## config.mk

```make
export PLATFORM = sky130hd
export DESIGN_NAME = mc_controller
export DESIGN_NICKNAME = d
export VERILOG_FILES = /design/src/rtl/mc_controller_pkg.sv /design/src/rtl/aludec.sv /design/src/rtl/mc_controller.sv
export SDC_FILE = /design/constraint.sdc
export NUM_CORES = 1
export LEC_CHECK = 0
export ABC_AREA = 1
export CORE_UTILIZATION = 45
export DETAILED_ROUTE_END_ITERATION = 8
export PLACE_DENSITY = 0.87
export SLEW_MARGIN = 20
export SYNTH_ARGS = -nofsm -noshare
export SYNTH_HDL_FRONTEND = slang
export SYNTH_HIERARCHICAL = 1
export SYNTH_SLANG_ARGS = --single-unit
```

## constraint.sdc

```tcl
create_clock -name clk -period 4.9 [get_ports clk]
set_clock_uncertainty 0.1 [all_clocks]
set_input_delay 1.47 -clock clk [delete_from_list [all_inputs] [get_ports clk]]
set_output_delay 1.47 -clock clk [all_outputs]
set_load 0.005 [all_outputs]
```

## src/rtl/mc_controller_pkg.sv

```systemverilog
// Shared definitions for the multicycle RV32I controller: FSM states,
// opcodes, ALUControl codes, datapath mux selects and the branch-taken helper.
// Pure declarations; no latency or backpressure of its own.
package mc_controller_pkg;

    typedef enum logic [3:0] {
        S_FETCH, S_DECODE, S_MEMADR, S_MEMREAD, S_MEMWB, S_MEMWRITE,
        S_EXECUTER, S_EXECUTEI, S_ALUWB, S_BRANCH, S_JAL, S_JALR,
        S_LUI, S_AUIPC, S_ERROR
    } state_e;

    // Selects which decode the ALU decoder applies in the current state.
    typedef enum logic [1:0] {
        ALUOP_ADD, ALUOP_RTYPE, ALUOP_ITYPE, ALUOP_BRANCH
    } alu_op_e;

    localparam logic [6:0] OP_LOAD   = 7'b0000011;
    localparam logic [6:0] OP_STORE  = 7'b0100011;
    localparam logic [6:0] OP_RTYPE  = 7'b0110011;
    localparam logic [6:0] OP_ITYPE  = 7'b0010011;
    localparam logic [6:0] OP_BRANCH = 7'b1100011;
    localparam logic [6:0] OP_JAL    = 7'b1101111;
    localparam logic [6:0] OP_JALR   = 7'b1100111;
    localparam logic [6:0] OP_LUI    = 7'b0110111;
    localparam logic [6:0] OP_AUIPC  = 7'b0010111;

    localparam logic [3:0] ALU_ADD  = 4'b0000;
    localparam logic [3:0] ALU_SUB  = 4'b0001;
    localparam logic [3:0] ALU_AND  = 4'b0010;
    localparam logic [3:0] ALU_OR   = 4'b0011;
    localparam logic [3:0] ALU_XOR  = 4'b0100;
    localparam logic [3:0] ALU_SLT  = 4'b0101;
    localparam logic [3:0] ALU_SLTU = 4'b0110;
    localparam logic [3:0] ALU_SLL  = 4'b0111;
    localparam logic [3:0] ALU_SRL  = 4'b1000;
    localparam logic [3:0] ALU_SRA  = 4'b1001;

    localparam logic [1:0] RES_ALUOUT    = 2'b00;
    localparam logic [1:0] RES_READDATA  = 2'b01;
    localparam logic [1:0] RES_ALURESULT = 2'b10;
    localparam logic [1:0] RES_IMMEXT    = 2'b11;

    localparam logic [1:0] SRCA_PC    = 2'b00;
    localparam logic [1:0] SRCA_OLDPC = 2'b01;
    localparam logic [1:0] SRCA_RD1   = 2'b10;

    localparam logic [1:0] SRCB_RD2  = 2'b00;
    localparam logic [1:0] SRCB_IMM  = 2'b01;
    localparam logic [1:0] SRCB_FOUR = 2'b10;

    localparam logic [2:0] IMM_I = 3'b000;
    localparam logic [2:0] IMM_S = 3'b001;
    localparam logic [2:0] IMM_B = 3'b010;
    localparam logic [2:0] IMM_J = 3'b011;
    localparam logic [2:0] IMM_U = 3'b100;

    // beq/bge/bgeu take on ZERO (equal, or slt/sltu result 0);
    // bne/blt/bltu take on ~ZERO.
    function automatic logic branch_taken(input logic [2:0] funct3, input logic zero);
        logic on_zero;
        on_zero = (funct3 == 3'b000) || (funct3 == 3'b101) || (funct3 == 3'b111);
        return on_zero ? zero : ~zero;
    endfunction

endpackage

```

## src/rtl/aludec.sv

```systemverilog
// ALU decoder: maps the state's ALU mode plus funct3/funct7b5 to ALUControl.
// Latency: purely combinational. Backpressure: none.
// Ports: alu_op (mode from FSM), funct3, funct7b5 in; alu_control out.
module aludec
    import mc_controller_pkg::*;
(
    input  alu_op_e    alu_op,
    input  logic [2:0] funct3,
    input  logic       funct7b5,
    output logic [3:0] alu_control
);

    always_comb begin
        alu_control = ALU_ADD;
        case (alu_op)
            ALUOP_RTYPE, ALUOP_ITYPE: begin
                case (funct3)
                    3'b000:  alu_control = (alu_op == ALUOP_RTYPE && funct7b5) ? ALU_SUB : ALU_ADD;
                    3'b001:  alu_control = ALU_SLL;
                    3'b010:  alu_control = ALU_SLT;
                    3'b011:  alu_control = ALU_SLTU;
                    3'b100:  alu_control = ALU_XOR;
                    3'b101:  alu_control = funct7b5 ? ALU_SRA : ALU_SRL;
                    3'b110:  alu_control = ALU_OR;
                    default: alu_control = ALU_AND;
                endcase
            end
            ALUOP_BRANCH: begin
                // funct3[2:1]: 00 eq/ne, 10 signed compare, 11 unsigned compare
                case (funct3[2:1])
                    2'b10:   alu_control = ALU_SLT;
                    2'b11:   alu_control = ALU_SLTU;
                    default: alu_control = ALU_SUB;
                endcase
            end
            default: alu_control = ALU_ADD;
        endcase
    end

endmodule

```

## src/rtl/mc_controller.sv

```systemverilog
// Multicycle RV32I Moore controller driving PC/IR/memory/regfile enables and datapath muxes.
// Latency: load 5, store/ALU/AUIPC/JAL 4, branch/LUI 3, JALR 5 cycles. No backpressure.
// Ports: clk, reset (async high); Op/funct3/funct7b5/ZERO in; enables, mux selects, ALUControl, Illegal out.
// Build option ILLEGAL_TRAP_EN: undefined opcodes and branch funct3 010/011 lock into
// ERROR with Illegal=1 until reset; otherwise they retire as no-ops and Illegal stays 0.
module mc_controller
    import mc_controller_pkg::*;
(
    input  logic       clk,
    input  logic       reset,
    input  logic [6:0] Op,
    input  logic [2:0] funct3,
    input  logic       funct7b5,
    input  logic       ZERO,
    output logic       PCWrite,
    output logic       AdrSrc,
    output logic       MemWrite,
    output logic       IRWrite,
    output logic [1:0] ResultSrc,
    output logic [1:0] ALUSrcA,
    output logic [1:0] ALUSrcB,
    output logic [2:0] ImmSrc,
    output logic [3:0] ALUControl,
    output logic       RegWrite,
    output logic       Illegal
);

`ifdef ILLEGAL_TRAP_EN
    localparam state_e ILLEGAL_NEXT = S_ERROR;
`else
    localparam state_e ILLEGAL_NEXT = S_FETCH;
`endif

    state_e  state_q, state_d;
    logic    rst_hold_q, rst_hold_d;
    alu_op_e alu_op;
    logic    pc_write_c, mem_write_c, ir_write_c, reg_write_c, illegal_c;
    logic    en_block;

    // rst_hold_q stays set until the first clk edge after reset drops, so the
    // FETCH enables only appear from that edge on and FETCH gets a full cycle.
    always_ff @(posedge clk or posedge reset) begin
        if (reset) begin
            state_q    <= S_FETCH;
            rst_hold_q <= 1'b1;
        end else begin
            state_q    <= state_d;
            rst_hold_q <= rst_hold_d;
        end
    end

    always_comb begin
        state_d     = state_q;
        rst_hold_d  = 1'b0;
        pc_write_c  = 1'b0;
        AdrSrc      = 1'b0;
        mem_write_c = 1'b0;
        ir_write_c  = 1'b0;
        ResultSrc   = RES_ALUOUT;
        ALUSrcA     = SRCA_PC;
        ALUSrcB     = SRCB_RD2;
        ImmSrc      = IMM_I;
        reg_write_c = 1'b0;
        illegal_c   = 1'b0;
        alu_op      = ALUOP_ADD;
        case (state_q)
            S_FETCH: begin
                ir_write_c = 1'b1;
                ALUSrcB    = SRCB_FOUR;
                ResultSrc  = RES_ALURESULT;
                pc_write_c = 1'b1;
                state_d    = S_DECODE;
            end
            S_DECODE: begin
                ALUSrcA = SRCA_OLDPC;
                ALUSrcB = SRCB_IMM;
                ImmSrc  = (Op == OP_JAL) ? IMM_J : IMM_B;
                case (Op)
                    OP_LOAD, OP_STORE: state_d = S_MEMADR;
                    OP_RTYPE:          state_d = S_EXECUTER;
                    OP_ITYPE:          state_d = S_EXECUTEI;
                    OP_BRANCH:         state_d = (funct3[2:1] == 2'b01) ? ILLEGAL_NEXT : S_BRANCH;
                    OP_JAL:            state_d = S_JAL;
                    OP_JALR:           state_d = S_JALR;
                    OP_LUI:            state_d = S_LUI;
                    OP_AUIPC:          state_d = S_AUIPC;
                    default:           state_d = ILLEGAL_NEXT;
                endcase
            end
            S_MEMADR: begin
                ALUSrcA = SRCA_RD1;
                ALUSrcB = SRCB_IMM;
                ImmSrc  = (Op == OP_STORE) ? IMM_S : IMM_I;
                state_d = (Op == OP_STORE) ? S_MEMWRITE : S_MEMREAD;
            end
            S_MEMREAD: begin
                AdrSrc  = 1'b1;
                state_d = S_MEMWB;
            end
            S_MEMWB: begin
                ResultSrc   = RES_READDATA;
                reg_write_c = 1'b1;
                state_d     = S_FETCH;
            end
            S_MEMWRITE: begin
                AdrSrc      = 1'b1;
                mem_write_c = 1'b1;
                state_d     = S_FETCH;
            end
            S_EXECUTER: begin
                ALUSrcA = SRCA_RD1;
                alu_op  = ALUOP_RTYPE;
                state_d = S_ALUWB;
            end
            S_EXECUTEI: begin
                ALUSrcA = SRCA_RD1;
                ALUSrcB = SRCB_IMM;
                alu_op  = ALUOP_ITYPE;
                state_d = S_ALUWB;
            end
            S_ALUWB: begin
                reg_write_c = 1'b1;
                state_d     = S_FETCH;
            end
            S_BRANCH: begin
                ALUSrcA    = SRCA_RD1;
                alu_op     = ALUOP_BRANCH;
                pc_write_c = branch_taken(funct3, ZERO);
                state_d    = S_FETCH;
            end
            S_JALR: begin
                ALUSrcA = SRCA_RD1;
                ALUSrcB = SRCB_IMM;
                state_d = S_JAL;
            end
            S_JAL: begin
                // Writes PC from the ALUOut target, computes OldPC+4 as link.
                ALUSrcA    = SRCA_OLDPC;
                ALUSrcB    = SRCB_FOUR;
                pc_write_c = 1'b1;
                state_d    = S_ALUWB;
            end
            S_LUI: begin
                ImmSrc      = IMM_U;
                ResultSrc   = RES_IMMEXT;
                reg_write_c = 1'b1;
                state_d     = S_FETCH;
            end
            S_AUIPC: begin
                ALUSrcA = SRCA_OLDPC;
                ALUSrcB = SRCB_IMM;
                ImmSrc  = IMM_U;
                state_d = S_ALUWB;
            end
            S_ERROR: begin
                illegal_c = 1'b1;
                state_d   = S_ERROR;
            end
            default: state_d = S_FETCH;
        endcase
        if (rst_hold_q) begin
            state_d = S_FETCH;
        end
    end

    aludec u_aludec (
        .alu_op      (alu_op),
        .funct3      (funct3),
        .funct7b5    (funct7b5),
        .alu_control (ALUControl)
    );

    // Enables are forced low during reset and the cycle before FETCH starts.
    assign en_block = reset | rst_hold_q;
    assign PCWrite  = pc_write_c  & ~en_block;
    assign MemWrite = mem_write_c & ~en_block;
    assign IRWrite  = ir_write_c  & ~en_block;
    assign RegWrite = reg_write_c & ~en_block;
    assign Illegal  = illegal_c   & ~en_block;

endmodule

```

==> results of run 1 <==
-- cell families after synthesis --
group	Yosys count
flops	5
buf+inv	24
fa+ha+maj	3
other cells	1
compound gates	15
xor+xnor	1
simple gates	91
-- per-stage QoR --
| step | hold slack (ns) | power, mW |
|---|---|---|
| 2_1_floorplan | 0.393 | 0.0675 |
| 3_3_place_gp | 0.423 | 0.0931 |
| 3_5_place_dp | 0.427 | 0.0944 |
| 4_1_cts | 0.436 | 0.145 |
| 5_1_grt | 0.458 | 0.153 |
| 6_report | 0.425 | 0.143 |
-- per-layer routing --
layer	vias up	part of all wire [%]	global-route usage, %
li1	513	-	-
met1	421	42	28.4
met2	32	51	41.8
met3	4	5.0	2.55
met4	0	2.0	12.7
met5	-	0	0
-- registers in the layout, summed over array words and instances, names as in the netlist --
signal	count
rst_hold_q	1
state_q	4
-- cells in the final DEF (no fill, tap or decap), drive strengths merged, types with 2 or more instances in the layout --
cell type	Yosys	final
o21ai	5	5
or2	3	3
ha	3	3
clkdlybuf4s50	0	32
clkbuf	0	4
dfrtp	4	4
a21oi	8	8
inv	23	23
nand4	5	5
nor3	3	3
nand3	10	10
buf	1	2
nor2	28	28
nand2	42	42
-- synthesized netlist by cell type, drive strengths merged (3+ instances only) --
cell / number
nand2: 42
nor2: 28
inv: 23
nand3: 10
a21oi: 8
nand4: 5
o21ai: 5
dfrtp: 4
ha: 3
nor3: 3
or2: 3
-- cell type report --
cell class                      count  area, sq um  share of cell area, %
Tap cell                           16         20.0                   1.76
Sequential cell                     5          126                   11.1
Inverter                           23         86.3                   7.61
Clock buffer                        4         26.3                   2.32
Timing Repair Buffer               34          335                   29.5
Multi-Input combinational cell    111          541                   47.6
-- critical path, cell delays in order --
cell,delay [ns]
sky130_fd_sc_hd__clkdlybuf4s50_1,0.48
sky130_fd_sc_hd__inv_1,0.06
sky130_fd_sc_hd__or2_2,0.26
sky130_fd_sc_hd__nand2_1,0.08
sky130_fd_sc_hd__or2_2,0.11
sky130_fd_sc_hd__nand3_1,0.06
sky130_fd_sc_hd__a21oi_1,0.12
sky130_fd_sc_hd__clkdlybuf4s50_1,0.51
-- final timing paths --
path,start,endpoint,slack [ns],cells past startpoint
worst min register to register,rst_hold_q$_DFF_PP1_,state_q[0]$_DFF_PP0_,0.42,1
worst max register to register,state_q[1]$_DFF_PP0_,state_q[1]$_DFF_PP0_,3.57,5
max in group asynchronous,reset,rst_hold_q$_DFF_PP1_,3.14,2
worst max-delay path,funct3[2],PCWrite,0.18,8
worst min-delay path,rst_hold_q$_DFF_PP1_,state_q[0]$_DFF_PP0_,0.42,1
min in group asynchronous,reset,state_q[3]$_DFF_PP0_,1.31,2
-- power breakdown --
group | switching, mW | internal (mW) | total (mW) | leakage (nW)
Sequential | 0.00188 | 0.0431 | 0.0450 | 0.0648
Combinational | 0.0233 | 0.0262 | 0.0495 | 0.456
Clock | 0.0177 | 0.0308 | 0.0485 | 0.0150
Total | 0.0429 | 0.100 | 0.143 | 0.536
==> impl.org, run 1 <==
** Outcome
- Status :: finished, final reports clean

** Cells and area
- Area growth from synthesis to layout :: 48.4%
- The post-route netlist has 11.3% of its cells at a drive strength greater than 1.
- Final standard cell area without fillers :: 1130 sq um
- Fin cells :: around 190
- Layout Utilization :: 73.6%
- Total Nets Final :: slightly below 200
- The number of antenna diodes in the final layout is 0.
- Number of filler cells placed in the layout :: 127

** Placed design
- Once detailed placement completed, the half-perimeter wirelength came to 1630 um.
- Placer Congestion :: 0.854
- Input and output buffers added on the ports amount to 32.
- Prior to clock tree synthesis, the placed netlist has a worst setup slack of 0.171 ns.
- After detailed placement, the total cell area comes to between 1000 and 1500 sq um.
- In this run, placement finished with an instance count of 189.

** Clock tree
- Buffers inserted during clock tree synthesis total 3.
- Post-CTS Setup Bufs :: 0
- Post-cts resize count :: 0
- Clk_lat worst skew :: roughly 0.25 ns
- H-tree levels :: 1
- Counting along the longest clock path gives a buffer depth of 2.
- TritonCTS clock tree :: yes
- For this design, the sink count on the clock tree is 5.
- The tree is rooted in a sky130_fd_sc_hd__clkbuf_4.
- Clock input transition at the sequential cells of the worst setup and hold paths :: about 0.040 ns
- Number of hold buffers added after cts :: 0

** Floorplan
- Die span in x :: 43.2 um
- Cell row count :: 14
- The die covers 1870 sq um.
- Measured along the y axis, the die boundary spans 43.2 um.
- 33 I/O pins were placed.
- The floorplan step defined a core boundary enclosing 1540 sq um.
- Initial standard-cell utilization of the core :: between 40% and 50%

** Synthesis
- Combinational family with the most area after synthesis :: simple AND/OR/NAND/NOR gates
- Post-Syn Area :: 764 sq um
- The top cell type by area accounts for 20.1% of the synthesized area.
- The netlist uses 22 different library cells.
- Among all flip-flop cells after synthesis, the most frequent one is sky130_fd_sc_hd__dfrtp_1.
- When the netlist entered floorplanning its net count stood at around 160.
- After technology mapping, the gate count stands at 140.
- Measured against the total synthesized area, the mux share comes to 0%.
- The synthesized netlist devotes 53.0% of its cell area to simple gates.
- Flop and latch count out of synthesis :: 5
- Count of yosys warnings during synthesis :: 6
- Compound-gate portion of the synthesized area :: 11.1%
- Counting flops with a built-in enable in the synthesized netlist gives 0.
- Proportion of synthesized chip area in sequential cells :: approximately 17%
- After Yosys synthesis, full adders, half adders and majority gates account for 4.91% of the synthesized area.
- Proportion of synthesized flip-flops having asynchronous set or reset :: 100%
- Of the total synthesized cell area, the portion taken by XOR and XNOR cells is under 10%.
- Summed over all instances, the cell type with the most area after synthesis is sky130_fd_sc_hd__nand2_1.
- A synthesized cell averages 5.46 sq um.
- In the post-synthesis netlist, the biggest area contributors are sky130_fd_sc_hd__nand2_1, sky130_fd_sc_hd__dfrtp_1, sky130_fd_sc_hd__nor2_1, sky130_fd_sc_hd__inv_1, sky130_fd_sc_hd__nand3_1.

** Pwr
- Static leakage :: approximately 0.54 nW
- Power density cells :: 126 nW/um^2
- Max rail drop VDD :: 0.225 mV

** Timing
- Setup ws final :: between 0.15 and 0.2 ns
- Count of final max-slew check failures :: 0
- Final cycle utilization of the critical path :: 96.3%
- Highest achievable clock rate :: around 0.21 GHz
- Fin. Hold Viols :: 0
- The smallest clock period supported by the final layout is computed as 4.72 ns.
- Summed negative setup slack over all endpoints :: 0 ns
- Setup repair after global routing left no endpoint under its margin.
- Final Setup Violations :: 0

** Global route
- Wire length of the first global-routing pass :: 3410 um
- Maximum number of pins on one net before global-route repair :: 10
- The number of antenna violations at the first check in global routing came to 0.
- The via count of the first global-routing pass is 861.
- For this run the aggregate overflow at the end of global routing stands at 0.
- For this run, the total global-route usage over all layers was measured as about 24%.

** Drt
- Routed length per instance :: 10.4 um
- After detailed routing, the number of vias per cell comes to around 5.0.
- Via count :: 970
- Routed Wire Length :: between 2000 and 2500 um
- The detail route stage leaves a number of antenna-violating nets equal to 0.
- DRC violation count after routing :: 0
- First-pass iteration count of the detailed router :: 4
- In this run, the number of DRC markers left after iteration 0 of detailed routing was 22.

** Worst setup path
- Kind of critical path :: in2out
- Worst path arrival time :: 3.15 ns
- Critical-path maximum fanout :: 3
- The worst setup path is launched from an input port.
- Critical Path End Type :: output port
- For the worst setup path, the data required time is 3.33 ns.

** Worst hold path
- Worst hold path type :: reg2reg

** Flow run
- Across the run, the number of max-cap violations was 0.
No activity file was read; power rests on OpenSTA's default activity.
==> run 2, diff against run 1 <==
--- a/config.mk
+++ b/config.mk
@@ -6,6 +6,7 @@
 export NUM_CORES = 1
 export LEC_CHECK = 0
 export ABC_AREA = 1
+export CORE_MARGIN = 5
 export CORE_UTILIZATION = 45
 export DETAILED_ROUTE_END_ITERATION = 8
 export PLACE_DENSITY = 0.87
==> run 2 against run 1 <==
  * Power down 1.2%
  * Worst setup slack worse by 0.032 ns
  * Non-clock buffer count did not move
  * Sequential share of layout area is the same
  * Critical path depth stayed put
  * Combinational power is essentially flat
  * Sequential cell count stayed put
  * First-iteration DRC count decreased by 9.1%
  * Final cell count unchanged
  * Die area up 40%
  * Final area unchanged
  * Sequential power about the same
==> impl.org, run 2 (synthesis results as in run 1) <==
** Drt
- Iteration-0 DRC Markers :: 20
- For this run, design rule violations remaining after detail routing come to 0.
- Wires add up to 2210 um.
- Routed length per instance :: 11.5 um
- Using the TritonRoute via totals, the vias-per-cell ratio works out to 5.17.
- In this run the remaining antenna-violating nets after routing total 0.
- Via count :: ~1000
- For this run, the detailed router's first-pass iteration total came to 4.

** Clock tree
- In this run the number of H-tree levels came out at 1.
- TritonCTS created 3 clock buffers.
- Post-CTS timing repair inserted 0 buffers for setup.
- Post-cts resize count :: 0
- TritonCTS clock tree :: yes
- Hold repair after CTS inserted 0 buffers.
- Counting every sink on the clock net gives 5.
- Clock-pin slew was measured on the worst setup and hold paths at 0.04 ns.
- Clk_lat worst skew :: 0.24 ns
- Maximum number of buffers from clock root to sink :: 2
- The tree is rooted in a sky130_fd_sc_hd__clkbuf_4.

** Cells and area
- Excluding fillers, the count of instances in the completed layout stands at 193.
- Layout Utilization :: 72.8%
- The register with the most flip-flops in the layout has 4 of them.
- Registers with the most flip-flops :: state_q (4), rst_hold_q (1)
- Counting flops per register, the top entry is state_q.
- Commonest cells after routing, fill and taps aside :: sky130_fd_sc_hd__nand2_1, sky130_fd_sc_hd__clkdlybuf4s50_1, sky130_fd_sc_hd__nor2_1
- Leaving out fill and tap cells, the most frequent cell in the layout is sky130_fd_sc_hd__nand2_1.
- 0 antenna diodes ended up in the layout.
- Area growth from synthesis to layout :: 48.4%
- Total Nets Final :: ~200
- Share of post-route cells with drive strength above 1 :: 11.3%

** Global route
- Entering global routing, the biggest net connects 10 pins.
- Wire length of the first global-routing pass :: 3670 um
- Number of antenna violations at the first check in global routing :: 0
- In the global route stage, overall resource usage came out at 17.6%.
- Total overflow reported by the global router :: 0
- The via count of the first global-routing pass was between 900 and 1000.

** Placed design
- The number of placed instances, taps included, is 189.
- During placement, the flow inserted port buffers numbering 32.
- HPWL after detailed placement :: about 1800 um
- Placer Congestion :: 0.823

** Worst hold path
- Worst hold path type :: reg2reg
- Launch instance of the worst min-delay path :: rst_hold_q$_DFF_PP1_

** Pwr
- Max rail drop VDD :: 0.110 mV
- Static leakage :: 0.536 nW
- Power density cells :: 124 nW/um^2

** Flow run
- Max_cap viols :: 0

** Timing
- Highest achievable clock rate :: roughly 0.21 GHz
- Setup violations remaining at the end of the flow were counted as 0.
- Min cycle time layout :: 4.75 ns
- Fin. Hold Viols :: 0
- Setup repair after global routing left no endpoint under its margin.
- After routing, the total negative slack on setup checks comes to 0 ns.
- Count of final max-slew check failures :: 0
- The worst path uses 97.0% of the clock period.

** Worst setup path
- STA puts the critical path data required time at 3.33 ns.
- Kind of launch point of the worst setup path :: input port
- RR Startpoint :: state_q[2]$_DFF_PP0_
- Along the worst path, the maximum fanout reaches 3.
- Kind of critical path :: in2out
- The worst setup path is captured at an output port.
- The critical path starts at funct3[2].
- STA puts the critical path data arrival time at ~3.2 ns.

** Floorplan
- Die ar. :: between 2000 and 3000 sq um
- # IOs :: 33
- The initial utilization of the core area, before any placement, comes to 49.0%.
- Cell row count :: 14
- The die is 51.2 um tall.
- The core region is roughly 1600 sq um.
- The die is 51.2 um wide.

** Outcome
- The run finished with clean final reports.
## run 2: cell counts in the layout (fill, tap and decap cells not counted)
Identical to the previous run, type by type.
## run 2: layout make-up
type | instances | area, sq um
clock buffers | 4 | 26.3
fillers | 132 | 424
repair buffers | 34 | 335
flip-flops and latches | 5 | 126
inverters | 23 | 86.3
well taps | 16 | 20.0
multi-input cells | 111 | 541
## run 2: worst max-delay path: stages
cell	delay [ns]
sky130_fd_sc_hd__clkdlybuf4s50_1	0.47
sky130_fd_sc_hd__inv_1	0.05
sky130_fd_sc_hd__or2_2	0.26
sky130_fd_sc_hd__nand2_1	0.07
sky130_fd_sc_hd__or2_2	0.10
sky130_fd_sc_hd__nand3_1	0.07
sky130_fd_sc_hd__a21oi_1	0.15
sky130_fd_sc_hd__clkdlybuf4s50_1	0.52
## run 2: metal layers
metal	wire length, um	track usage [%]	vias up
met2	1140	32.8	31
li1	-	-	514
met5	0	0	-
met4	31	7.42	0
met1	945	19.7	448
met3	97	2.62	4
## run 2: where the power goes
group / switching (mW) / internal [mW]
Combinational: 0.0232 / 0.0262
Clock: 0.0164 / 0.0308
Sequential: 0.00163 / 0.0431
## run 2: worst paths after layout
path	end	slack, ns	cells past startpoint
setup / recovery	PCWrite	0.15	8
min in group asynchronous	state_q[2]$_DFF_PP0_	1.34	2
setup reg to reg	state_q[2]$_DFF_PP0_	3.54	7
hold / removal	state_q[0]$_DFF_PP0_	0.42	1
hold reg to reg	state_q[0]$_DFF_PP0_	0.42	1
max in group asynchronous	rst_hold_q$_DFF_PP1_	3.11	2
## run 2: metrics by stage
stage | setup WS (ns) | total power, mW | hold slack (ns) | area [sq um]
CTS | 0.157 | 0.144 | 0.417 | 1130
finish | 0.149 | 0.141 | 0.418 | 1130
detailed placement | 0.150 | 0.0946 | 0.407 | 1110
global placement | 0.178 | 0.0933 | 0.408 | 1110
global route | 0.0744 | 0.153 | 0.438 | 1130
floorplan | 1.22 | 0.0675 | 0.393 | 764
